## config.mk

```make
export PLATFORM = sky130hd
export DESIGN_NAME = tm1638_responder
export DESIGN_NICKNAME = d
export VERILOG_FILES = /design/src/rtl/tm1638_responder.sv
export SDC_FILE = /design/constraint.sdc
export NUM_CORES = 1
export LEC_CHECK = 0
export ABC_AREA = 1
export CAP_MARGIN = 20
export CORE_ASPECT_RATIO = 0.5
export CORE_MARGIN = 8
export CORE_UTILIZATION = 51
export CTS_CLUSTER_SIZE = 12
export DETAILED_ROUTE_END_ITERATION = 10
export GPL_TIMING_DRIVEN = 0
export PLACE_DENSITY = 0.8
export SYNTH_ARGS = -nofsm -noshare
export SYNTH_HDL_FRONTEND = slang
export SYNTH_SLANG_ARGS = --single-unit
```

## constraint.sdc

```tcl
create_clock -name clock -period 2.65 [get_ports clock]
set_input_delay 0.265 -clock clock [delete_from_list [all_inputs] [get_ports clock]]
set_output_delay 0.265 -clock clock [all_outputs]
set_load 0.01 [all_outputs]
```

## src/rtl/tm1638_responder.sv

```systemverilog
// Board-side model of a TM1638 LED/key driver: decodes the STB/CLK/DIO command
// stream into display RAM and display control, and serves key scan data on reads.
module tm1638_responder #(
  parameter int SYNC_STAGES = 2
) (
  input  logic         clock,
  input  logic         reset_n,
  input  logic         sio_clk,
  input  logic         sio_stb,
  input  logic         sio_data_in,
  output logic         sio_data_out,
  output logic         sio_data_out_en,
  input  logic [7:0]   keys,
  output logic [127:0] ram,
  output logic         display_on,
  output logic [2:0]   brightness,
  output logic         protocol_error
);

  typedef enum logic [2:0] {
    IDLE,
    CMD,
    WDATA,
    RDATA,
    IGNORE
  } state_t;

  state_t state, state_next;

  logic [SYNC_STAGES-1:0] clk_sync, stb_sync, data_sync;
  logic        clk_hist, stb_hist;
  logic        clk_s, stb_s, data_s;
  logic        clk_rise, clk_fall, stb_fall;

  logic [6:0]  shift;
  logic [2:0]  bit_cnt;
  logic [3:0]  addr;
  logic        fixed_mode;
  logic [31:0] key_snap;
  logic [31:0] key_word;
  logic [4:0]  rd_idx;

  logic [7:0]  rx_byte;
  logic        rx_state;
  logic        byte_done;
  logic        abort_err;
  logic        cmd_err;

  // Synchronizers carry no reset so that a strobe held low across reset
  // never appears as a fresh falling edge afterwards.
  always_ff @(posedge clock) begin
    clk_sync  <= {clk_sync[SYNC_STAGES-2:0], sio_clk};
    stb_sync  <= {stb_sync[SYNC_STAGES-2:0], sio_stb};
    data_sync <= {data_sync[SYNC_STAGES-2:0], sio_data_in};
    clk_hist  <= clk_sync[SYNC_STAGES-1];
    stb_hist  <= stb_sync[SYNC_STAGES-1];
  end

  assign clk_s    = clk_sync[SYNC_STAGES-1];
  assign stb_s    = stb_sync[SYNC_STAGES-1];
  assign data_s   = data_sync[SYNC_STAGES-1];
  assign clk_rise = clk_s & ~clk_hist & ~stb_s;
  assign clk_fall = ~clk_s & clk_hist & ~stb_s;
  assign stb_fall = ~stb_s & stb_hist;

  always_comb begin
    key_word = '0;
    for (int i = 0; i < 4; i++) begin
      key_word[8*i]   = keys[i];
      key_word[8*i+4] = keys[i+4];
    end
  end

  always_ff @(posedge clock) begin
    if (!reset_n) state <= IDLE;
    else          state <= state_next;
  end

  always_comb begin
    state_next = state;
    rx_byte    = {data_s, shift};
    rx_state   = (state == CMD) || (state == WDATA) || (state == IGNORE);
    byte_done  = rx_state && clk_rise && (bit_cnt == 3'd7);
    abort_err  = stb_s && rx_state && (bit_cnt != 3'd0);
    cmd_err    = (state == CMD) && byte_done && (rx_byte[7:6] == 2'b00);
    unique case (state)
      IDLE:  if (stb_fall) state_next = CMD;
      CMD: begin
        if (stb_s) state_next = IDLE;
        else if (byte_done) begin
          unique case (rx_byte[7:6])
            2'b01:   state_next = rx_byte[1] ? RDATA : IGNORE;
            2'b11:   state_next = WDATA;
            default: state_next = IGNORE;
          endcase
        end
      end
      WDATA:  if (stb_s) state_next = IDLE;
      RDATA: begin
        if (stb_s) state_next = IDLE;
        else if (clk_rise && rd_idx == 5'd31) state_next = IGNORE;
      end
      IGNORE: if (stb_s) state_next = IDLE;
      default: state_next = IDLE;
    endcase
  end

  always_ff @(posedge clock) begin
    if (!reset_n) begin
      ram             <= '0;
      display_on      <= 1'b0;
      brightness      <= 3'd0;
      sio_data_out    <= 1'b1;
      sio_data_out_en <= 1'b0;
      protocol_error  <= 1'b0;
      shift           <= '0;
      bit_cnt         <= 3'd0;
      addr            <= 4'd0;
      fixed_mode      <= 1'b0;
      key_snap        <= '0;
      rd_idx          <= 5'd0;
    end else begin
      protocol_error <= abort_err | cmd_err;
      if (stb_s || state == IDLE) begin
        bit_cnt         <= 3'd0;
        rd_idx          <= 5'd0;
        sio_data_out_en <= 1'b0;
        sio_data_out    <= 1'b1;
      end else begin
        if (clk_rise && rx_state) begin
          shift   <= rx_byte[7:1];
          bit_cnt <= bit_cnt + 3'd1;
        end
        if (byte_done && state == CMD) begin
          unique case (rx_byte[7:6])
            2'b01: begin
              fixed_mode <= rx_byte[2];
              if (rx_byte[1]) begin
                key_snap        <= key_word;
                sio_data_out    <= keys[0];
                sio_data_out_en <= 1'b1;
                rd_idx          <= 5'd0;
              end
            end
            2'b10: begin
              display_on <= rx_byte[3];
              brightness <= rx_byte[2:0];
            end
            2'b11:   addr <= rx_byte[3:0];
            default: ;
          endcase
        end
        if (byte_done && state == WDATA) begin
          ram[{addr, 3'b000} +: 8] <= rx_byte;
          if (!fixed_mode) addr <= addr + 4'd1;
        end
        // rd_idx counts bits already sampled; a fall re-presents the next unsampled bit
        if (state == RDATA) begin
          if (clk_rise) begin
            rd_idx <= rd_idx + 5'd1;
            if (rd_idx == 5'd31) begin
              sio_data_out_en <= 1'b0;
              sio_data_out    <= 1'b1;
            end
          end else if (clk_fall) begin
            sio_data_out <= key_snap[rd_idx];
          end
        end
      end
    end
  end

endmodule

```

## Word level (Yosys, flattened, before mapping)

Index checks and enable logic that the tools add are counted.

| storage, ports and cells | value |
|---|---|
| bits in writable memories | 0 |
| register bits after elaboration | 174 |
| bits in latches | 0 |
| memories kept | 0 |
| ROM bits | 0 |
| word-level logic and storage cells | 105 |

| cells by class | value |
|---|---|
| $mul | 0 |
| bitwise logic cells | 11 |
| shifts and indexed selects | 2 |
| muxes and demuxes | 34 |
| $lt $le $gt $ge | 1 |
| add/subtract/negate cells | 4 |
| div/mod/pow operators | 0 |
| reduce and logical (&&, ||, !) cells | 22 |
| equality and inequality tests | 13 |

Operator list:

| cell | number |
|---|---|
| bitwise mux 128 bit | 1 |
| variable shift 8 x 9 -> 128 bit (first input constant) | 1 |
| variable part select 8 x 9 -> 128 bit | 1 |
| two-way mux 5 bit | 5 |
| two-way mux 3 bit | 7 |
| two-way mux 4 bit | 4 |
| two-way mux 1 bit | 14 |
| one-hot mux 3 bit (4 select lines) | 1 |
| negator 7 -> 9 bit | 1 |
| logical AND 1 bit | 8 |
| AND reduction 4 bit | 2 |
| == test 3 x 2 -> 1 bit (second input constant) | 2 |
| == test 3 bit (second input constant) | 2 |
| less-than comparator 5 x 6 -> 1 bit (second input constant) | 1 |
| != test 3 bit (second input constant) | 2 |
| one-hot mux 3 bit (2 select lines) | 1 |
| AND reduction 3 bit | 2 |
| adder 5 x 1 -> 5 bit (second input constant) | 1 |
| bitwise AND 1 bit | 5 |
| binary-select mux 1 bit (select 5 bit) | 1 |
| == test 5 bit (second input constant) | 1 |
| NOT 1 bit | 5 |
| adder 4 x 1 -> 4 bit (second input constant) | 1 |
| == test 2 bit (second input constant) | 2 |
| other kinds (12) | 16 |

## Logic depth before layout (Yosys ltp)

Gate-level depths: netlist of run 1.

| logic depth | value |
|---|---|
| word-level depth | 10 |
| gate-level depth with buffers | 12 |
| mapped depth without buffers | 10 |

## Worst setup path before layout of run 1

No wires, ideal clock.

| timing path | value |
|---|---|
| kind | reg2reg |
| start point | reg addr[0] |
| end point | reg ram[0] |
| data arrival time | 2.289 ns |
| cell stages (with the launch flop) | 10 |
| buffers on the path | 3 |
| setup slack | 0.245 ns |
| path through | dfxtp_1 -> inv_1 -> clkbuf_1 -> buf_1 -> ha_1 -> clkbuf_1 -> nor3_2 -> nand2_1 -> o21ai_0 -> nor2_1 |

| between the ends | value |
|---|---|
| longest elaborated chain between the ends | 3 |

Ends and longest elaborated chain:

| item | RTL line | RTL |
|---|---|---|
| start: declaration | 37 | `logic [3:0] addr;` |
| start signal: assignment | 149 | `2'b11: addr <= rx_byte[3:0];` |
| start signal: assignment | 155 | `if (!fixed_mode) addr <= addr + 4'd1;` |
| negator 7 -> 9 bit * | 154 | `ram[{addr, 3'b000} +: 8] <= rx_byte;` |
| variable part select 8 x 9 -> 128 bit or variable shift 8 x 9 -> 128 bit (tied branches) | 154 |  |
| bitwise mux 128 bit * | 154 |  |
| end signal: indexed assignment | 154 |  |
| end: declaration | 14 | `output logic [127:0] ram,` |

Every way passes the cells marked *; elsewhere a longest branch is shown, timed or not.
A chain may end at the register's enable or synchronous reset.

## Worst setup path in the final report of run 1

| timing path | value |
|---|---|
| start point | reg addr[0] |
| end point | reg ram[100] |

The elaborated chain is that of the path after synthesis.

==> impl_metrics.tcl, run 1 <==
set metrics [dict create \
    n_antenna_cell 0 \
    path_max_fanout 11 \
    htreeDepth 4 \
    cp_slowest_cell "dfxtp_2" \
    syn-mean-instance-area_um2 7.454 \
    rsz0062_at_grt "no" \
    grt_pass1_wl_mm 33.45 \
    cts_tree "yes" \
    grt_max_degree 17 \
    reg2reg_depth 10 \
    power.total_mw 5.534 \
    slew_viol_final 0 \
    synth_seq_area_share_pct 49.93 \
    synth.net_count 958 \
    cts_sinks 174 \
    criticalPathCategory "flip-flop to flip-flop" \
    cts_made_buffers 17 \
    finalSetupViolCount 0 \
    async_flop_share_pct 0 \
    min_period_ns 2.428 \
    p_per_area_nw_per_um2 595.8 \
    drive_gt1_share_pct 6.996 \
    ant_nets 0 \
    ys_ff_latch 174 \
    end_kind "flip-flop" \
    num_io_pins 148 \
    worstPathRequired_ns 2.94 \
    slew_headroom_pct 47.48 \
    finalCritPeriodShare_pct 91.64 \
    port_buffers 147 \
    clock_latency_ns 0.44 \
    overflow 0 \
    grt_pass1_vias 6689 \
    antenna_found_initial 0 \
    synth-edff-count 0 \
    cp-endpoint "ram[100]" \
    critPathMaxStageDelay_ns 0.41 \
    clock-root-buffer "clkbuf_16" \
    clock_skew_ns 0.01288 \
    vias 7029 \
    crit_path_start_kind "flip-flop" \
    area_growth_pct 33.14 \
    dr.pass1.iters 5 \
    leakage_nw 3.455 \
    drc 0 \
    dpl_cell_area_um2 8668 \
    drt_wl_total_mm 20.87 \
    fp-row-count 30 \
    wire_per_inst_um 16.17 \
    tightest_slew_ns 0.7818 \
    initial_core_util_pct 51.92 \
    fin_area_um2 9289 \
    cp_num_cells 10 \
    maxCapViolCount 0 \
    coreArea_um2 13440 \
    die_area_um2 17910 \
    timing.rr.start "addr[0]" \
    cts_hold_buf 0 \
    fmax_ghz 0.4118 \
    cp.arrival_ns 2.72 \
    peakVddDrop_mv 0.4082 \
    path_clk_slew_ns 0.06 \
    cts_buffer_depth 2 \
    die_w_um 181.4 \
    r2r_slack_ns 0.22 \
    synth_area_um2 6977 \
    min_path_type "primary input to flip-flop" \
    grtUsageTotal_pct 23.04 \
    path_buf_inv 3 \
    cp-startpoint "addr[0]" \
    tns_ns 0 \
    place_hpwl_mm 15.22 \
    place.gp.congestion 0.8950 \
    ys_warn_count 0 \
    r2r_end "ram[100]" \
    fillerInstances 1094 \
    status "complete, no violations" \
    hold_viol_final 0 \
    syn_inst 936 \
    ys_types 36 \
    final_nets 1124 \
    ys.flop_type "dfxtp_1" \
    dieHeight_um 98.71 \
    worstPathCellList "inv_2, buf_2, ha_1, nand2_1, nand2_2, buf_2, nor2_1, nand3_1, nand2_1, a21oi_1" \
    critPathTopFamily "simple AND/OR/NAND/NOR gates" \
    viasPerCell 5.445 \
    drt_iter0_drc 702 \
]
synth_stat cells, types with 2 or more instances:
| library cell | number | share of area, % |
|---|---|---|
| nor3_1 | 55 | 3.9 |
| nor4_1 | 8 | 0.72 |
| nor2_2 | 4 | 0.36 |
| ha_1 | 9 | 1.6 |
| inv_1 | 49 | 2.6 |
| nand4_1 | 3 | 0.27 |
| nand3_1 | 25 | 1.8 |
| nand2_1 | 160 | 8.6 |
| inv_2 | 8 | 0.43 |
| nor2_4 | 3 | 0.48 |
| o21ai_0 | 69 | 4.9 |
| o31ai_1 | 2 | 0.22 |
| nand2_2 | 4 | 0.36 |
| buf_4 | 4 | 0.43 |
| buf_2 | 8 | 0.57 |
| clkinv_1 | 2 | 0.11 |
| xor2_1 | 3 | 0.38 |
| a21oi_1 | 131 | 9.4 |
| nand3_2 | 2 | 0.29 |
| nor2_1 | 174 | 9.4 |
| clkbuf_1 | 24 | 1.3 |
| dfxtp_1 | 174 | 50 |
| nor3_2 | 2 | 0.29 |
flip-flops by register name, indices dropped and copies added (netlist names):
signal and flops:
sio_data_out 1, bit_cnt 3, addr 4, state 3, key_snap 8, ram 128
clk_sync 2, shift 7, display_on 1, protocol_error 1, sio_data_out_en 1, fixed_mode 1
rd_idx 5, clk_hist 1, stb_sync 2, data_sync 2, stb_hist 1, brightness 3
placed cells by master, fill, tap and decap left out, types with 2 or more instances in the layout:
cell / count
nand2_1: 160
nand3_2: 5
inv_6: 3
o31ai_1: 2
nand3_1: 22
clkinv_4: 4
clkbuf_1: 23
ha_1: 9
inv_1: 48
nor3_4: 2
nand2_2: 4
inv_2: 9
clkinv_1: 2
nor2_2: 5
xor2_1: 3
buf_2: 9
o21ai_0: 69
nor3_1: 55
nand4_1: 3
nor4_1: 8
clkinvlp_4: 3
clkbuf_16: 17
a21oi_1: 131
clkdlybuf4s50_1: 147
dfxtp_1: 173
nor2_1: 172
nor2_4: 4
buf_4: 5
clkbuf_8: 2
layout make-up:
type	instances	area [um2]	share of cell area, %
Buffer	36	161.4	1.738
Multi-Input combinational cell	666	3139	33.80
Timing Repair Buffer	148	1479	15.92
Tap cell	176	220.2	2.371
Clock buffer	19	452.9	4.876
Sequential cell	174	3485	37.51
Clock inverter	13	130.1	1.401
Inverter	59	221.5	2.384
cell families after synthesis:
family / synth area share (%)
and+or+nand+nor: 27.08
DFF: 49.93
adders and majority gates: 1.614
xor gates and xnor gates: 0.5022
buffers and inverters: 5.524
AOI/OAI and AO/OA: 15.35
where the power goes:
| group | leakage [nW] | total (mW) | internal, mW | switching, mW |
|---|---|---|---|---|
| combinational | 1.77 | 0.381 | 0.108 | 0.274 |
| clock | 0.278 | 2.45 | 1.36 | 1.09 |
| sequential | 1.41 | 2.70 | 2.65 | 0.0492 |
| total | 3.45 | 5.53 | 4.12 | 1.41 |
how the worst min path moves through the flow:
stage,start,to,depth (start not counted)
5_1_grt,sio_clk,clk_sync[0],1
3_5_place_dp,clk_sync[0],clk_sync[1],0
6_report,sio_clk,clk_sync[0],1
3_3_place_gp,stb_sync[0],stb_sync[1],0
4_1_cts,sio_clk,clk_sync[0],1
2_1_floorplan,sio_clk,clk_sync[0],0
metal layers:
metal / track usage (%) / part of all wire, %
met1: 29.12 / 43
met2: 37.54 / 46
met3: 5.140 / 8.4
met4: 9.956 / 2.4
met5: 0 / 0
metrics by stage:
stage | setup slack, ns | std cells | util, % | hold slack [ns]
global placement | -0.2809 | 1259 | 64.51 | 0.3132
detailed placement | -0.4217 | 1259 | 64.51 | 0.3160
floorplan | 0.2453 | 936 | - | 0.2927
CTS | 0.08975 | 1290 | 68.99 | 0.2736
finish | 0.2216 | 1291 | 69.12 | 0.2770
global route | 0.06555 | 1291 | 69.12 | 0.2703
repair_timing:
action                                  4_1_cts  5_1_grt
endpoints found under the setup margin      123       85
buffers inserted                              0        1
gates resized for setup                       6        4
pin swaps                                     1        1
(Power assumes the default switching activity.)
==> inputs of run 2 (changes only) <==
Settings changed: CORE_UTILIZATION 51 to 53, DONT_BUFFER_PORTS set to 1, PLACE_DENSITY 0.8 to 0.68.
==> run 2 against run 1 <==
Clock skew fell by 0.0020 ns; power rose by 0.66%; via count fell by 9.0%; critical path depth fell by 2; register-to-register slack barely moved; cell count fell by 11%; wire length fell by 4.3%; die area fell by 3.3%; first-iteration DRC count fell by 42%; largest cell class unchanged; utilization fell by 7.5 points; highest routed layer unchanged.
==> impl_metrics.tcl, run 2 (same netlist as run 1, synthesis figures left out) <==
set metrics [dict create \
    hold_depth 2 \
    switchingPower_mw 1.371 \
    place.gp.congestion 0.8950 \
    largest_reg_flops 128 \
    clkPwrFrac_pct 45.1 \
    die_w_um 178.3 \
    maxCapViolCount 0 \
    path_clk_slew_ns 0.07 \
    antenna_found_initial 0 \
    seqPwrFrac_pct 48.5 \
    grt_pass1_wl_mm 31.11 \
    slew_viol_final 0 \
    drive_gt1_share_pct 8.111 \
    wire_per_inst_um 17.46 \
    timing.rr.start "addr[0]" \
    viasPerCell 5.588 \
    peakVddDrop_mv 0.3841 \
    clock_skew_ns 0.01093 \
    place_hpwl_mm 14.52 \
    drt_wl_total_mm 19.98 \
    finalCritPeriodShare_pct 92.14 \
    clock-root-buffer "clkbuf_16" \
    internal_power_mw 4.199 \
    ant_nets 0 \
    place_ws_ns -0.3645 \
    path_max_fanout 11 \
    clock_latency_ns 0.42 \
    worstHoldStart "keys[3]" \
    seqCellArea_um2 3485 \
    cts_sinks 174 \
    drc 0 \
    worstPathRequired_ns 2.99 \
    dieHeight_um 97.13 \
    fmax_ghz 0.4096 \
    finalSetupViolCount 0 \
    overflow 0 \
    n_antenna_cell 0 \
    grt_pass1_vias 5662 \
    die_area_um2 17310 \
    p_per_area_nw_per_um2 708.1 \
    htreeDepth 4 \
    multiInputGateArea_um2 3129 \
    swShare_pct 24.62 \
    regMostFlops "ram" \
    min_path_type "primary input to flip-flop" \
    grt_max_degree 17 \
    final_nets 983 \
    final_common_cell "dfxtp_1" \
    fillerInstances 1225 \
    port_buffers 0 \
    leakage_nw 2.979 \
    tns_ns 0 \
    area_growth_pct 12.75 \
    end_kind "flip-flop" \
    cp.arrival_ns 2.79 \
    r2r_slack_ns 0.21 \
    initial_core_util_pct 54.62 \
    slew_headroom_pct 46.52 \
    rsz0062_at_grt "no" \
    cts_tree "yes" \
    fin_ws_ns 0.2084 \
    crit_path_start_kind "flip-flop" \
    cts_made_buffers 17 \
    num_io_pins 148 \
    min_to "key_snap[24]" \
    min_period_ns 2.442 \
    criticalPathCategory "flip-flop to flip-flop" \
    grtUsageTotal_pct 22.40 \
    cts_buffer_depth 2 \
    drt_iter0_drc 405 \
    dr.pass1.iters 5 \
    fp-row-count 29 \
    dpl_cell_area_um2 7189 \
    p_comb_share_pct 6.4 \
    largestRegisters "ram: 128 flops, key_snap: 8 flops, shift: 7 flops" \
    r2r_end "ram[46]" \
    coreArea_um2 12770 \
    hold_viol_final 0 \
    tightest_slew_ns 0.7961 \
    vias 6393 \
    fin_area_um2 7866 \
    status "complete, no violations" \
    layout_common_cells "dfxtp_1 (173), nor2_1 (172), nand2_1 (160), a21oi_1 (131), o21ai_0 (69)" \
    reg2reg_depth 8 \
]
[run 2: cell count changes in the layout (fill, tap and decap cells not counted), moves of 2 or more]
| cell | change |
|---|---|
| clkdlybuf4s50_1 | -147 |
| buf_4 | +3 |
| dlygate4sd3_1 | +3 |
| inv_6 | -2 |
[run 2: repair_timing]
| action | in CTS | in global routing |
|---|---|---|
| setup endpoints to repair | 128 | 102 |
| endpoints found under the hold margin | 3 | 0 |
| buffers inserted | 0 | 4 |
| pin swaps | 0 | 2 |
| hold buffers | 3 | 0 |
| cloned | 0 | 0 |
| resized for setup | 5 | 5 |
[run 2: power groups by stage]
stage	sequential, mW	combinational [mW]	clock [mW]
5_1_grt	2.71	0.404	2.65
6_report	2.70	0.357	2.51
2_1_floorplan	2.74	0.256	0
3_3_place_gp	2.76	0.342	0
4_1_cts	2.70	0.353	2.53
3_5_place_dp	2.76	0.348	0
[run 2: metrics by stage]
step / power (mW) / util, % / hold slack [ns] / std cells
global placement: 3.101 / 56.29 / 0.2928 / 1106
floorplan: 3.001 / - / 0.2927 / 936
finish: 5.570 / 61.59 / 0.01311 / 1144
detailed placement: 3.109 / 56.29 / 0.2928 / 1106
global route: 5.758 / 61.59 / 0.03495 / 1144
CTS: 5.584 / 61.30 / 0.006498 / 1140
[run 2: worst max-delay path by stage]
stage | slack, ns | startpoint | to
floorplan | 0.25 | addr[0] | ram[0]
global placement | -0.33 | addr[0] | ram[9]
detailed placement | -0.36 | addr[0] | ram[3]
CTS | 0.07 | addr[0] | ram[31]
global route | 0.04 | addr[0] | ram[96]
finish | 0.21 | addr[0] | ram[46]
[run 2: area by class of cell]
type                    count  share of cell area (%)
plain buffers              36                   2.068
inverters                  59                   2.815
repair buffers              7                  0.7635
clock inverters            11                   1.718
multi-input cells         666                   39.78
well taps                 170                   2.704
clock buffers              21                   5.853
flip-flops and latches    174                   44.30
[run 2: worst max-delay path, cell delays in order (launching register included)]
cell and delay [ns]:
dfxtp_2 0.41, inv_2 0.13, buf_2 0.22, ha_1 0.35, clkinv_1 0.21, clkbuf_1 0.28, nor4_1 0.47, nor2_1 0.12
nor3_1 0.18
[run 2: layer usage]
metal / GRT usage, % / vias to the layer above / part of all wire [%]
li1: - / 3149 / -
met3: 8.068 / 25 / 11
met1: 30.11 / 2961 / 44
met4: 5.875 / 0 / 1.1
met5: 0 / - / 0
met2: 33.36 / 258 / 44
